**config.mk**
```make
export PLATFORM = sky130hd
export DESIGN_NAME = tinker_control_fsm_flat
export DESIGN_NICKNAME = d
export VERILOG_FILES = /design/src/rtl/tinker_control_fsm_if.sv /design/src/rtl/tinker_control_fsm.sv /design/src/flat_wrapper.sv
export SDC_FILE = /design/constraint.sdc
export NUM_CORES = 1
export LEC_CHECK = 0
export BUFFER_PORTS_ARGS = -buffer_cell sky130_fd_sc_hd__buf_2
export CAP_MARGIN = 5
export CORE_AREA = 3 3 85 87
export CTS_CLUSTER_DIAMETER = 40
export DETAILED_ROUTE_END_ITERATION = 8
export DIE_AREA = 0 0 88 90
export PLACE_DENSITY = 0.66
export SLEW_MARGIN = 20
export SYNTH_ARGS = -nofsm -noshare
export SYNTH_HDL_FRONTEND = slang
export SYNTH_SLANG_ARGS = --single-unit
export TNS_END_PERCENT = 50
```
**constraint.sdc**
```tcl
create_clock -name clk -period 2.2 [get_ports clk]
set_clock_uncertainty 0.2 [all_clocks]
set_input_delay 0 -clock clk [delete_from_list [all_inputs] [get_ports clk]]
set_output_delay 0 -clock clk [all_outputs]
set_load 0.005 [all_outputs]
```
**src/rtl/tinker_control_fsm_if.sv**
```systemverilog
// Handshake and strobe bundle between the Tinker sequencer and its datapath/memories/FPU.
// master = sequencer side, slave = datapath side.
interface tinker_control_fsm_if #(
   parameter int CNT_W = 32
);
   logic [4:0]       opcode;
   logic             lit_zero;
   logic             branch_taken;
   logic             imem_req;
   logic             imem_ack;
   logic             dmem_req;
   logic             dmem_we;
   logic             dmem_ack;
   logic             fpu_start;
   logic             fpu_done;
   logic             ir_we;
   logic             pc_we;
   logic [1:0]       pc_sel;
   logic             rf_we;
   logic             hlt;
   logic             err;
   logic [CNT_W-1:0] retired;

   modport master (
      input  opcode, lit_zero, branch_taken, imem_ack, dmem_ack, fpu_done,
      output imem_req, dmem_req, dmem_we, fpu_start, ir_we, pc_we, pc_sel,
             rf_we, hlt, err, retired
   );

   modport slave (
      output opcode, lit_zero, branch_taken, imem_ack, dmem_ack, fpu_done,
      input  imem_req, dmem_req, dmem_we, fpu_start, ir_we, pc_we, pc_sel,
             rf_we, hlt, err, retired
   );
endinterface

```
**src/rtl/tinker_control_fsm.sv**
```systemverilog
// Multi-cycle fetch/decode/exec/mem/writeback sequencer for the Tinker core.
// state  | meaning
// FETCH  | imem_req held, waiting for imem_ack (timed)
// DECODE | one cycle, classify opcode
// EXEC   | ALU pass, branch retire, FPU wait (timed), or hand off to MEM
// MEM    | dmem_req held, waiting for dmem_ack (timed)
// WB     | register write, PC+4, retire
// HALT   | sticky halt, only reset leaves
// FAULT  | sticky error (timeout or illegal opcode), only reset leaves
module tinker_control_fsm #(
   parameter int WAIT_LIMIT = 255,
   parameter int CNT_W      = 32
) (
   input logic                  clk,
   input logic                  reset,
   tinker_control_fsm_if.master bus
);

   typedef enum logic [2:0] {
      S_FETCH, S_DECODE, S_EXEC, S_MEM, S_WB, S_HALT, S_FAULT
   } state_t;

   localparam int WCNT_W = (WAIT_LIMIT > 1) ? $clog2(WAIT_LIMIT) : 1;
   localparam logic [WCNT_W-1:0] WCNT_LAST = WCNT_W'(WAIT_LIMIT - 1);

   state_t            state, state_nxt;
   logic [WCNT_W-1:0] wcnt, wcnt_nxt;
   logic [CNT_W-1:0]  retired_q;
   logic              imem_req_c, dmem_req_c, dmem_we_c, fpu_start_c;
   logic              ir_we_c, pc_we_c, rf_we_c;
   logic [1:0]        pc_sel_c;
   logic              is_memrd, is_memwr, is_br, is_halt, is_fpu, is_ill;
   logic              wait_last;

   assign is_memrd  = (bus.opcode == 5'h10) || (bus.opcode == 5'h0d);
   assign is_memwr  = (bus.opcode == 5'h13) || (bus.opcode == 5'h0c);
   assign is_br     = (bus.opcode inside {[5'h08:5'h0b], 5'h0e});
   assign is_halt   = (bus.opcode == 5'h0f) && bus.lit_zero;
   assign is_fpu    = (bus.opcode inside {[5'h14:5'h17]});
   assign is_ill    = (bus.opcode inside {5'h1e, 5'h1f});
   // Last allowed wait cycle: an ack here still wins, its absence faults.
   assign wait_last = (wcnt == WCNT_LAST);

   always_ff @(posedge clk) begin
      if (reset) begin
         state     <= S_FETCH;
         wcnt      <= '0;
         retired_q <= '0;
      end else begin
         state <= state_nxt;
         wcnt  <= wcnt_nxt;
         if (pc_we_c) retired_q <= retired_q + 1'b1;
      end
   end

   always_comb begin
      state_nxt   = state;
      wcnt_nxt    = wcnt;
      imem_req_c  = 1'b0;
      dmem_req_c  = 1'b0;
      dmem_we_c   = 1'b0;
      fpu_start_c = 1'b0;
      ir_we_c     = 1'b0;
      pc_we_c     = 1'b0;
      pc_sel_c    = 2'b00;
      rf_we_c     = 1'b0;
      case (state)
         S_FETCH: begin
            imem_req_c = 1'b1;
            if (bus.imem_ack) begin
               ir_we_c   = 1'b1;
               state_nxt = S_DECODE;
            end else if (wait_last) begin
               state_nxt = S_FAULT;
            end else begin
               wcnt_nxt = wcnt + 1'b1;
            end
         end
         S_DECODE: begin
            wcnt_nxt = '0;
            if (is_halt)     state_nxt = S_HALT;
            else if (is_ill) state_nxt = S_FAULT;
            else             state_nxt = S_EXEC;
         end
         S_EXEC: begin
            if (is_fpu) begin
               // wcnt is zero only in the first EXEC cycle of an FPU op
               fpu_start_c = (wcnt == '0);
               if (bus.fpu_done)   state_nxt = S_WB;
               else if (wait_last) state_nxt = S_FAULT;
               else                wcnt_nxt  = wcnt + 1'b1;
            end else if (is_br) begin
               pc_we_c   = 1'b1;
               pc_sel_c  = bus.branch_taken ? 2'b01 : 2'b00;
               wcnt_nxt  = '0;
               state_nxt = S_FETCH;
            end else if (is_memrd || is_memwr) begin
               wcnt_nxt  = '0;
               state_nxt = S_MEM;
            end else begin
               state_nxt = S_WB;
            end
         end
         S_MEM: begin
            dmem_req_c = 1'b1;
            dmem_we_c  = is_memwr;
            if (bus.dmem_ack) begin
               if (bus.opcode == 5'h10) begin
                  state_nxt = S_WB;
               end else begin
                  pc_we_c   = 1'b1;
                  pc_sel_c  = (bus.opcode == 5'h0d) ? 2'b10 :
                              (bus.opcode == 5'h0c) ? 2'b01 : 2'b00;
                  wcnt_nxt  = '0;
                  state_nxt = S_FETCH;
               end
            end else if (wait_last) begin
               state_nxt = S_FAULT;
            end else begin
               wcnt_nxt = wcnt + 1'b1;
            end
         end
         S_WB: begin
            rf_we_c   = 1'b1;
            pc_we_c   = 1'b1;
            wcnt_nxt  = '0;
            state_nxt = S_FETCH;
         end
         S_HALT:  state_nxt = S_HALT;
         S_FAULT: state_nxt = S_FAULT;
         default: state_nxt = S_FAULT;
      endcase
   end

   // Requests and strobes drop in the very cycle reset is asserted.
   assign bus.imem_req  = imem_req_c  & ~reset;
   assign bus.dmem_req  = dmem_req_c  & ~reset;
   assign bus.dmem_we   = dmem_we_c   & ~reset;
   assign bus.fpu_start = fpu_start_c & ~reset;
   assign bus.ir_we     = ir_we_c     & ~reset;
   assign bus.pc_we     = pc_we_c     & ~reset;
   assign bus.rf_we     = rf_we_c     & ~reset;
   assign bus.pc_sel    = (pc_we_c & ~reset) ? pc_sel_c : 2'b00;
   assign bus.hlt       = (state == S_HALT);
   assign bus.err       = (state == S_FAULT);
   assign bus.retired   = retired_q;

endmodule
```
**src/flat_wrapper.sv**
```systemverilog
// flat-port wrapper written by rule: the top's interface ports become plain ports
module tinker_control_fsm_flat 
#(
   parameter int WAIT_LIMIT = 255,
   parameter int CNT_W      = 32
)
  (clk, reset, bus_opcode, bus_lit_zero, bus_branch_taken, bus_imem_ack, bus_dmem_ack, bus_fpu_done, bus_imem_req, bus_dmem_req, bus_dmem_we, bus_fpu_start, bus_ir_we, bus_pc_we, bus_pc_sel, bus_rf_we, bus_hlt, bus_err, bus_retired);
  tinker_control_fsm_if #(.CNT_W(CNT_W)) bus_i ();
  input logic clk;
  input logic reset;
  input wire logic [$bits(bus_i.opcode)-1:0] bus_opcode;
  input wire logic [$bits(bus_i.lit_zero)-1:0] bus_lit_zero;
  input wire logic [$bits(bus_i.branch_taken)-1:0] bus_branch_taken;
  input wire logic [$bits(bus_i.imem_ack)-1:0] bus_imem_ack;
  input wire logic [$bits(bus_i.dmem_ack)-1:0] bus_dmem_ack;
  input wire logic [$bits(bus_i.fpu_done)-1:0] bus_fpu_done;
  output wire logic [$bits(bus_i.imem_req)-1:0] bus_imem_req;
  output wire logic [$bits(bus_i.dmem_req)-1:0] bus_dmem_req;
  output wire logic [$bits(bus_i.dmem_we)-1:0] bus_dmem_we;
  output wire logic [$bits(bus_i.fpu_start)-1:0] bus_fpu_start;
  output wire logic [$bits(bus_i.ir_we)-1:0] bus_ir_we;
  output wire logic [$bits(bus_i.pc_we)-1:0] bus_pc_we;
  output wire logic [$bits(bus_i.pc_sel)-1:0] bus_pc_sel;
  output wire logic [$bits(bus_i.rf_we)-1:0] bus_rf_we;
  output wire logic [$bits(bus_i.hlt)-1:0] bus_hlt;
  output wire logic [$bits(bus_i.err)-1:0] bus_err;
  output wire logic [$bits(bus_i.retired)-1:0] bus_retired;
  assign bus_i.opcode = bus_opcode;
  assign bus_i.lit_zero = bus_lit_zero;
  assign bus_i.branch_taken = bus_branch_taken;
  assign bus_i.imem_ack = bus_imem_ack;
  assign bus_i.dmem_ack = bus_dmem_ack;
  assign bus_i.fpu_done = bus_fpu_done;
  assign bus_imem_req = bus_i.imem_req;
  assign bus_dmem_req = bus_i.dmem_req;
  assign bus_dmem_we = bus_i.dmem_we;
  assign bus_fpu_start = bus_i.fpu_start;
  assign bus_ir_we = bus_i.ir_we;
  assign bus_pc_we = bus_i.pc_we;
  assign bus_pc_sel = bus_i.pc_sel;
  assign bus_rf_we = bus_i.rf_we;
  assign bus_hlt = bus_i.hlt;
  assign bus_err = bus_i.err;
  assign bus_retired = bus_i.retired;
  tinker_control_fsm #(.WAIT_LIMIT(WAIT_LIMIT), .CNT_W(CNT_W)) u_core (.clk(clk), .reset(reset), .bus(bus_i));
endmodule
```
Word level (Yosys, flattened, before mapping). Cells that the tools add are included.

Flip-flop bits (word level): 43. Input port bits: 12. Output and inout bits: 43. Logic and storage cells: 91.

Add/sub/neg operators: 2. Magnitude comparators: 4. Eq/ne operators: 19. Muxes and demuxes: 42. Bitwise logic cells: 8. Reduce and logical (&&, ||, !) cells: 13.

Operators by type and width (count): 2-to-1 mux 8 bit (8); adder 32 x 1 -> 32 bit, second input constant (1); case mux 8 bit (4 select lines) (1); 2-to-1 mux 3 bit (10); equality test 5 x 4 -> 1 bit, second input constant (4); equality test 5 bit, second input constant (4); case mux 3 bit (6 select lines) (1); 2-to-1 mux 1 bit (14); 2-to-1 mux 2 bit (6); equality test 3 bit, second input constant (3); adder 8 x 1 -> 8 bit, second input constant (1); equality test 8 bit, second input constant (1); logical NOT 8 bit (1); bitwise AND 1 bit (7); equality test 3 x 2 -> 1 bit, second input constant (2); inequality test 3 bit, second input constant (2); greater-or-equal comparator 5 x 4 -> 1 bit, second input constant (1); greater-or-equal comparator 5 bit, second input constant (1); less-or-equal comparator 5 x 4 -> 1 bit, second input constant (1); less-or-equal comparator 5 bit, second input constant (1); AND reduction 5 bit (1); inequality test 4 x 1 -> 1 bit, second input constant (1); case mux 2 bit (2 select lines) (1); nonzero test 2 bit (2); other kinds (9) (13).

Longest topological paths before layout. Gate-level depths: netlist of run 1.

Word-level depth: 8. Gate-level depth with buffers: 7. Depth with buffers taken out: 7.

Worst setup path after synthesis of run 1. Ideal clock, no wire load.

Path kind: flip-flop to flip-flop. From: reg u_core.state[1]. To: reg u_core.retired_q[23] (netlist: u_core.bus.retired[23]). Library setup time: 0.132 ns. Arrival time: 1.817 ns. Data required time: 1.868 ns. Slack: 0.051 ns. Cell stages (with the launch flop): 7. Buffers on the path: 1. Clock period less this slack: 2.149 ns. Cells stage by stage: dfxtp_1 -> or3b_1 -> a211oi_4 -> o311ai_1 -> buf_2 -> o41ai_1 -> a21oi_1.

Word-level cells in the longest chain between the ends: 2. Elaborated cells between the ends (all ways): 4. Classes of those cells: eq/ne: 3; mux: 1.

Ends and longest elaborated chain: from (decl) (line tinker_control_fsm.sv:26) `state_t state, state_nxt;`; from (signal assigned) (line tinker_control_fsm.sv:50) `state <= state_nxt;`; equality test 3 bit / equality test 3 x 2 -> 1 bit (equally long branches) (line tinker_control_fsm.sv:67) `case (state)`; case mux 1 bit (3 select lines) * (line tinker_control_fsm.sv:67); to (signal assigned) (line tinker_control_fsm.sv:52) `if (pc_we_c) retired_q <= retired_q + 1'b1;`; to (decl) (line tinker_control_fsm.sv:28) `logic [CNT_W-1:0] retired_q;`.

Mark *: on every way between the ends. The rest lies on a longest branch, timed or not. A chain may end at the register's enable or synchronous reset.

Worst setup path after layout of run 1.
From: reg u_core.state[0]. To: reg u_core.retired_q[25] (netlist: u_core.bus.retired[25]).

The elaborated chain is that of the path after synthesis.

==> out/qor.csv, run 1 <==
metric;value;unit
status;finished with violations;
failing checks;negative setup slack;
Fmax;451;MHz
Port Buffers;54;
Mapped Area;2670;sq um
clk sinks;43;
ranking of synthesized cells by area;dfxtp_1 (32%), a21oi_1 (6.6%), o21ai_0 (5.1%);
post-route ant nets;0;
critical-path cell list;or3b_4, a211oi_4, o311ai_1, buf_4, or4_1, a21oi_1;
Min-Delay Startpoint;bus_lit_zero;
grt ovf;0;
max_cap viols;0;
CTS root buf;clkbuf_8;
Worst R2R End;u_core.bus.retired[25];
share of layout cells above drive strength 1;27.2;%
post-synthesis async set-or-reset flop share;0;%
post-synth top area cell;dfxtp_1;
Post-synth EDFFs;0;
CTS buffer count;5;
Yosys Warn Count;0;
clk buf depth;2;
unrepaired setup endpoints after global routing;true;
# fillers;633;
fin crit period;2220;ps
Wirelength per Cell;14.8;um
antenna violations before repair;0;
vias per cell;5.95;
via count;2991;
P_leak;1.29;nW
area delta synth->final;28.1;%
most frequent cell after synthesis;dfxtp_1;
Placed Instances;491;
drt drc;0;
starting density of the core;41.6;%
Final WS setup;-17.7;ps
Global Route Usage Sum;18.4;%
slowest stage delay, CP;500;ps
DIE HEIGHT;90;um
Iter 0 DRT Violations;176;
vias in the first global route;2716;
Synth cell types;57;
R2R cell count;6;
Worst VDD drop;0.000212;V
Worst slew margin;63.5;%
crit-path max FO;11;
Worst Hold End;u_core.state[2];
Max Slew Vio Count;0;
H-Tree Level Count;2;
Hold WS;124;ps
top_reg_cell synth;dfxtp_1;
Pwr Total;1.58;mW
most frequent cells after synthesis;dfxtp_1 (43), a21oi_1 (35), o21ai_0 (27);
Seq/Total Area, Yosys;32.3;%
Mapped Cells;343;
Finished Layout Cells;503;
TritonRoute pass-1 iters;4;
Top delay family on crit path;simple AND/OR/NAND/NOR gates;
total wire length;7430;um
clock slew at reported path FFs;90;ps
fin nets;441;
Crit path required time;2220;ps
Setup crit end kind;flip-flop;
flop2flop setup slack;-20;ps
slowest CP cell;or4_1;
Final Cycle Share;101;%
CP arrival;2240;ps
Pwr Density;463;nW/um^2
Chip Width;88;um
Min-Delay Path Depth;5;
critical setup path kind;flip-flop to flip-flop;
top-area cell type share of the netlist area;32.3;%
Post-DP HPWL;5350;um
Setup Viol. Count Final;2;
final hold viol count;0;
Ant. Diodes;0;
CTS tree;yes;
global-route wire length before repair;12300;um
Core ar.;6420;sq um
post-CTS setup buffer count;0;
Buf+Inv Stages, Crit Path;1;
pin count of the biggest net entering global routing;29;
Ports;55;
Clk Latency, worst-skew pair;300;ps
HP Class;input port to flip-flop;
Slew @ Worst Pin;547;ps
Die ar.;7920;sq um
RR Startpoint;u_core.state[0];
routability cong.;0.864;
Syn Area/Cell;7.78;sq um
final core occ;53.2;%
startpoint types;flip-flop;
num rows;29;
#FFs+latches synth;43;
syn_nets;359;
-- cell families after synthesis --
logic type	Yosys count	share of synthesized area, %
AND/OR/NAND/NOR	151	32.8
AO/OA/AOI/OAI	109	25.9
flip-flops	43	32.3
buffers and inverters	27	4.03
XOR/XNOR	6	1.97
adder cells (fa/ha/maj)	4	1.88
multiplexers	3	1.17
-- cell type report --
class	instances	area (sq um)	area share [%]
Sequential cell	43	863	25.2
Clock inverter	3	20.0	0.585
Timing Repair Buffer	94	614	18.0
Clock buffer	5	68.8	2.01
Inverter	8	30.0	0.878
Multi-Input combinational cell	273	1730	50.5
Tap cell	77	96.3	2.82
-- registers in the layout, summed over array words and instances, names as in the netlist --
register	flops
u_core.bus.retired	32
u_core.state	3
u_core.wcnt	8
-- layer usage --
layer,up-vias,global-route usage (%),routed length (um)
met4,0,4.48,47
met5,-,0,0
li1,1481,-,-
met2,82,29.9,3530
met3,4,3.11,351
met1,1424,25.1,3510
-- worst reg2reg max path, delay by kind of cell (launching register included) --
| kind | cells | cell delay (ps) |
|---|---|---|
| compound gates | 3 | 500 |
| flops | 1 | 360 |
| simple gates | 2 | 900 |
| buf+inv | 1 | 180 |
-- power by group --
group,switching (mW),internal [mW],total (mW),leakage (nW)
Combinational,0.147,0.119,0.267,0.906
Clock,0.290,0.221,0.511,0.0402
Sequential,0.0146,0.790,0.805,0.348
Total,0.452,1.13,1.58,1.29
-- how the worst max path moves through the flow --
stage	startpoint	end	slack, ps	depth (start not counted)
after floorplan	u_core.state[1]	u_core.bus.retired[23]	50	6
final	u_core.state[0]	u_core.bus.retired[25]	-20	6
after detailed placement	u_core.state[1]	u_core.bus.retired[25]	-50	7
after CTS	u_core.state[0]	u_core.bus.retired[25]	-4	7
after global placement	u_core.state[2]	u_core.bus.retired[25]	-9	6
after global routing	u_core.state[0]	u_core.bus.retired[25]	-100	6
-- timing repair --
action | 4_1_cts | 5_1_grt
hold endpoints to repair | 11 | 0
cloned | 0 | 1
pin swaps | 1 | 1
gates resized for setup | 5 | 9
hold buffers | 3 | 0
setup endpoints to repair | 8 | 24
-- metrics by stage --
stage	setup slack (ps)	TNS (ps)	instance area, sq um
after floorplan	50.6	0	2670
after global placement	-8.65	-8.65	3230
after global routing	-101	-935	3420
after CTS	-4.16	-4.16	3360
final	-17.7	-32.5	3420
after detailed placement	-48.5	-146	3230
-- cells in the final DEF, fill, tap and decap left out, types with 3 or more instances in the layout --
cell           count
buf_2             54
dfxtp_1           41
a21oi_1           33
buf_4             33
o21ai_0           27
or3_1             20
nor2_1            19
nand2_1           18
nand3_1           17
nand4_1           14
nor3_1             9
o31ai_1            9
inv_1              8
nand2b_1           8
nor4_1             6
and3_1             6
a31oi_1            5
nor2b_1            5
and4_1             5
or4_1              5
xnor2_1            5
clkbuf_8           5
a211oi_1           4
ha_1               4
a221oi_1           3
dlygate4sd3_1      3
Note: power is estimated with default switching activity, not from simulation.
==> inputs of run 2 (changes only) <==
CELL_PAD_IN_SITES_DETAIL_PLACEMENT = 0   (was unset)
CELL_PAD_IN_SITES_GLOBAL_PLACEMENT = 1   (was unset)
CORE_AREA = 3 3 91 93   (was 3 3 85 87)
DIE_AREA = 0 0 94 96   (was 0 0 88 90)
PLACE_DENSITY = 0.76   (was 0.66)
==> run 2 against run 1 <==
The run still ends with negative setup slack left; global-route usage down 1.1 points; first-iteration DRC count down 36%; combinational power grew 5%; clock-buffer cell count did not move; sequential power about the same; utilization shrank 6.7 points; fmax rose by 0.76%; setup slack better by 17 ps; flip-flop and latch count unchanged; critical path type is now flip-flop to output pin; highest routed layer unchanged.
==> out/qor.csv, run 2 (synthesis gave the netlist of run 1 again) <==
metric;value;unit;change
status;finished with violations;;
failing checks;negative setup slack;;
CP arrival;2000;ps;-240 ps
clock slew at reported path FFs;90;ps;about the same
drt drc;0;;unchanged
grt ovf;0;;unchanged
post-route ant nets;0;;unchanged
Finished Layout Cells;538;;+7.0%
Fmax;454;MHz;+0.76%
Ports;55;;unchanged
Port Buffers;54;;unchanged
num rows;32;;+10%
Critical Path Stages;8;;+2
HP Class;input port to flip-flop;;
Worst Hold End;u_core.bus.retired[22];;
Worst slew margin;67.9;%;+4.4 points
Core ar.;7610;sq um;+18%
Crit path required time;2000;ps;-220 ps
Clk Latency, worst-skew pair;300;ps;about the same
vias per cell;5.52;;-7.2%
flop2flop setup slack;10;ps;+30 ps
CTS root buf;clkbuf_8;;
CTS buffer count;5;;unchanged
Global Route Usage Sum;17.3;%;-1.1 points
DIE HEIGHT;96;um;+6.7%
Placed Instances;521;;+6.1%
final hold viol count;0;;unchanged
share of layout cells above drive strength 1;28.2;%;+0.98 points
Chip Width;94;um;+6.8%
Setup crit end kind;output pin;;
final core occ;46.5;%;-6.7 points
critical-path cell list;or3b_4, a211oi_4, buf_6, nor3_2, buf_4, nor2_1, and4_1, buf_2;;
clock power share;37.1;%;+4.8 points
Worst VDD drop;0.000353;V;+66%
H-Tree Level Count;2;;unchanged
Pwr Total;1.72;mW;+8.9%
Die ar.;9020;sq um;+14%
P_sw;0.469;mW;+3.7%
slowest CP cell;or3b_4;;
vias in the first global route;2635;;-3.0%
total wire length;7790;um;+4.9%
Iter 0 DRT Violations;112;;-36%
register share of total power;46.6;%;-4.2 points
RR Startpoint;u_core.state[2];;
setup TNS;-1.04;ps;+31.5 ps
dpl cell area;3300;sq um;+2.1%
slowest stage delay, CP;410;ps;-90 ps
clk sinks;43;;unchanged
area delta synth->final;32.5;%;
Final WS setup;-1.04;ps;+16.7 ps
Slew @ Worst Pin;478;ps;-68.9 ps
crit-path max FO;3;;-8
Hold WS;2.39;ps;-121 ps
clk buf depth;2;;unchanged
starting density of the core;35.1;%;-6.5 points
R2R cell count;8;;+2
Min-Delay Path Depth;2;;-3
max reg flops;32;;unchanged
global-route wire length before repair;12500;um;+1.6%
Setup Viol. Count Final;1;;-1
Final Cycle Share;100;%;-0.76 points
commonest non-fill, non-tap cell in the layout;buf_2;;
Pwr Density;487;nW/um^2;+5.2%
DP Worst Slack;-65.0;ps;-16.5 ps
P_leak;1.35;nW;+4.6%
Post-DP HPWL;5610;um;+4.8%
routability cong.;0.847;;-2.0%
switching share of power;27.2;%;-1.4 points
Wirelength per Cell;14.5;um;-2.0%
cell internal pwr;1.25;mW;+11%
fin nets;451;;+2.3%
Worst R2R End;u_core.bus.retired[12];;
CTS tree;yes;;
Ant. Diodes;0;;unchanged
unrepaired setup endpoints after global routing;true;;
fin crit period;2200;ps;-16.7 ps
Buf+Inv Stages, Crit Path;3;;+2
TritonRoute pass-1 iters;4;;unchanged
Logic pwr share;16.3;%;-0.6 points
via count;2968;;-0.77%
Max Slew Vio Count;0;;unchanged
pin count of the biggest net entering global routing;22;;-24%
max_cap viols;0;;unchanged
Top delay family on crit path;simple AND/OR/NAND/NOR gates;;
Finished Cell Area;3540;sq um;+3.4%
most frequent cells in the layout;buf_2 (54), buf_4 (42), dfxtp_1 (41);;
Min-Delay Startpoint;reset;;
critical setup path kind;flip-flop to output pin;;
startpoint types;flip-flop;;
antenna violations before repair;0;;unchanged
[run 2: how the worst max path moves through the flow]
stage	to	slack, ps	startpoint
after floorplan	u_core.bus.retired[23]	50	u_core.state[1]
after global placement	u_core.bus.retired[25]	-20	u_core.state[1]
after detailed placement	u_core.bus.retired[5]	-60	u_core.state[2]
after CTS	u_core.bus.retired[5]	-60	u_core.state[2]
after global routing	bus_pc_sel[1]	-70	u_core.state[2]
final	bus_pc_sel[1]	-1	u_core.state[2]
[run 2: area by class of cell]
type	count	area, sq um
clock inverters	3	43.8
inverters	8	30.0
flip-flops and latches	43	863
clock buffers	5	68.8
fillers	788	4070
multi-input cells	273	1740
repair buffers	104	668
well taps	102	128
[run 2: power by group through the flow]
stage	clock network, mW	registers, mW	logic (mW)
floorplan	0	0.820	0.154
global route	0.678	0.805	0.312
finish	0.640	0.802	0.281
detailed placement	0	0.819	0.253
CTS	0.648	0.802	0.267
global placement	0	0.819	0.251
[run 2: layer usage]
| metal | GRT usage (%) | part of all wire (%) | up-vias |
|---|---|---|---|
| li1 | - | - | 1496 |
| met5 | 0 | 0 | - |
| met4 | 2.53 | 0.51 | 0 |
| met1 | 22.4 | 48 | 1400 |
| met3 | 3.36 | 4.2 | 5 |
| met2 | 30.3 | 47 | 67 |
[run 2: timing repair]
item / in CTS / in global routing
gates cloned: 0 / 0
resized for setup: 4 / 9
buffers inserted: 1 / 2
pin swaps: 1 / 3
hold buffers: 6 / 0
endpoints found under the hold margin: 8 / 0
endpoints found under the setup margin: 16 / 24
==> inputs of run 3 (changes only) <==
RECOVER_POWER = 25   (was unset)
==> run 3 against run 2 <==
Clock power hardly changed; power hardly changed; sequential share of layout area is 0.078 points higher; final area is 0.32% lower; critical path depth stayed put; global-route usage stayed put; largest cell class unchanged; the run still ends with negative setup slack left; sequential power hardly changed; utilization is 0.15 points lower; register-to-register slack hardly changed; die area stayed put.
==> out/qor.csv, run 3 (synthesis gave the netlist of run 1 again) <==
metric;value;unit;change
DP Worst Slack;-65.0;ps;unchanged
antenna violations before repair;0;;unchanged
via count;2975;;+0.24%
Pwr Density;489;nW/um^2;+0.35%
share of layout cells above drive strength 1;26.1;%;-2.1 points
crit-path max FO;3;;unchanged
critical-path cell list;or3b_4, a211oi_4, buf_6, nor3_2, buf_4, nor2_1, and4_1, buf_2;;
clock slew at reported path FFs;90;ps;about the same
clk buf depth;2;;unchanged
total wire length;7840;um;+0.54%
pin count of the biggest net entering global routing;22;;unchanged
starting density of the core;35.1;%;unchanged
clock power share;37.1;%;about the same
vias per cell;5.53;;+0.24%
Fmax;454;MHz;-0.18%
area delta synth->final;32.1;%;
Ant. Diodes;0;;unchanged
fin nets;451;;unchanged
Final Cycle Share;100;%;+0.18 points
DIE HEIGHT;96;um;unchanged
CTS root buf;clkbuf_8;;
Logic pwr share;16.3;%;about the same
# fillers;789;;+0.13%
CTS tree;yes;;
Max Slew Vio Count;0;;unchanged
final hold viol count;0;;unchanged
startpoint types;flip-flop;;
met3 Use GR;3.36;%;unchanged
Post-DP HPWL;5610;um;unchanged
grt ovf;0;;unchanged
slowest CP cell;or3b_4;;
Final WS setup;-4.97;ps;-3.93 ps
Worst slew margin;68.0;%;about the same
met2 Use GR;30.3;%;unchanged
cell internal pwr;1.25;mW;unchanged
Worst VDD drop;0.000353;V;about the same
Wirelength per Cell;14.6;um;+0.54%
register share of total power;46.6;%;about the same
global-route wire length before repair;12500;um;unchanged
Setup Viol. Count Final;1;;unchanged
failing checks;negative setup slack;;
TritonRoute pass-1 iters;4;;unchanged
Ports;55;;unchanged
Global Route Usage Sum;17.3;%;unchanged
critical setup path kind;flip-flop to output pin;;
Top Usage Layer GRT;met2;;
Iter 0 DRT Violations;112;;unchanged
status;finished with violations;;
Die ar.;9020;sq um;unchanged
setup TNS;-4.97;ps;-3.93 ps
Clk Latency, worst-skew pair;300;ps;about the same
CP arrival;2000;ps;about the same
max_cap viols;0;;unchanged
vias in the first global route;2635;;unchanged
Finished Layout Cells;538;;unchanged
HP Class;input port to flip-flop;;
Placed Instances;521;;unchanged
P_sw;0.469;mW;+0.10%
P_leak;1.31;nW;-2.9%
Crit path required time;2000;ps;about the same
Buf+Inv Stages, Crit Path;3;;unchanged
H-Tree Level Count;2;;unchanged
switching share of power;27.2;%;about the same
most frequent cells in the layout;buf_2 (45), buf_4 (42), dfxtp_1 (41);;
drt drc;0;;unchanged
fin crit period;2200;ps;+3.93 ps
max reg flops;32;;unchanged
unrepaired setup endpoints after global routing;true;;
slowest stage delay, CP;410;ps;about the same
clk sinks;43;;unchanged
Setup crit end kind;output pin;;
CTS buffer count;5;;unchanged
register area;863;sq um;unchanged
Port Buffers;54;;unchanged
post-route ant nets;0;;unchanged
Core ar.;7610;sq um;unchanged
routability cong.;0.847;;unchanged
commonest non-fill, non-tap cell in the layout;buf_2;;
Chip Width;94;um;unchanged
num rows;32;;unchanged
area of the multi-input gates;1740;sq um;unchanged
Top delay family on crit path;simple AND/OR/NAND/NOR gates;;
Slew @ Worst Pin;477;ps;-0.785 ps
M1 GR Usage;22.4;%;unchanged
-- run 3: cell count changes in the layout (fill, tap and decap cells not counted) --
cell      before  now
buf_2         54   45
clkbuf_1       0    9
-- run 3: power by group through the flow --
stage	sequential (mW)	combinational (mW)	clock [mW]
global route	0.805	0.312	0.678
CTS	0.802	0.267	0.648
detailed placement	0.819	0.253	0
floorplan	0.820	0.154	0
finish	0.802	0.281	0.640
global placement	0.819	0.251	0
-- run 3: final timing paths --
path	start	to	slack, ps	cells after the start
hold reg to reg	u_core.bus.retired[17]	u_core.bus.retired[17]	300	2
setup / recovery	u_core.state[2]	bus_pc_sel[1]	-5	8
setup reg to reg	u_core.state[2]	u_core.bus.retired[12]	10	8
hold / removal	reset	u_core.bus.retired[22]	3	2
-- run 3: what timing repair did --
action                     in CTS  in global routing
hold endpoints to repair        8                  0
setup buffers                   1                  2
setup endpoints to repair      16                 24
hold buffers                    6                  0
pin swaps                       1                  3
gates resized for setup         4                  9
-- run 3: worst reg2reg max path, cell delays in order, from the launching register on --
cell      delay (ps)
dfxtp_1          320
or3b_4           410
a211oi_4         220
buf_6            150
buf_4            100
o311ai_1          70
buf_4            180
or3_1            340
a21oi_1          140
-- run 3: final cells by class --
cell class                      instances  area share, %
Sequential cell                        43           24.5
Inverter                                8          0.852
Clock inverter                          3           1.24
Tap cell                              102           3.62
Multi-Input combinational cell        273           49.2
Clock buffer                            5           1.95
Timing Repair Buffer                  104           18.6
-- run 3: metal layers --
layer,up-vias,part of all wire [%],routed length [um]
li1,1499,-,-
met1,1406,48,3800
met2,65,47,3690
met3,5,3.9,306
met4,0,0.51,40
met5,-,0,0
-- run 3: through the flow --
| step | power, mW | hold slack [ps] | instance area, sq um | util [%] |
|---|---|---|---|---|
| 2_1_floorplan | 0.974 | -89.7 | 2670 | - |
| 3_3_place_gp | 1.07 | 125 | 3300 | 43.3 |
| 3_5_place_dp | 1.07 | 126 | 3300 | 43.3 |
| 4_1_cts | 1.72 | 6.83 | 3490 | 45.8 |
| 5_1_grt | 1.80 | 9.28 | 3530 | 46.3 |
| 6_report | 1.72 | 2.67 | 3530 | 46.3 |
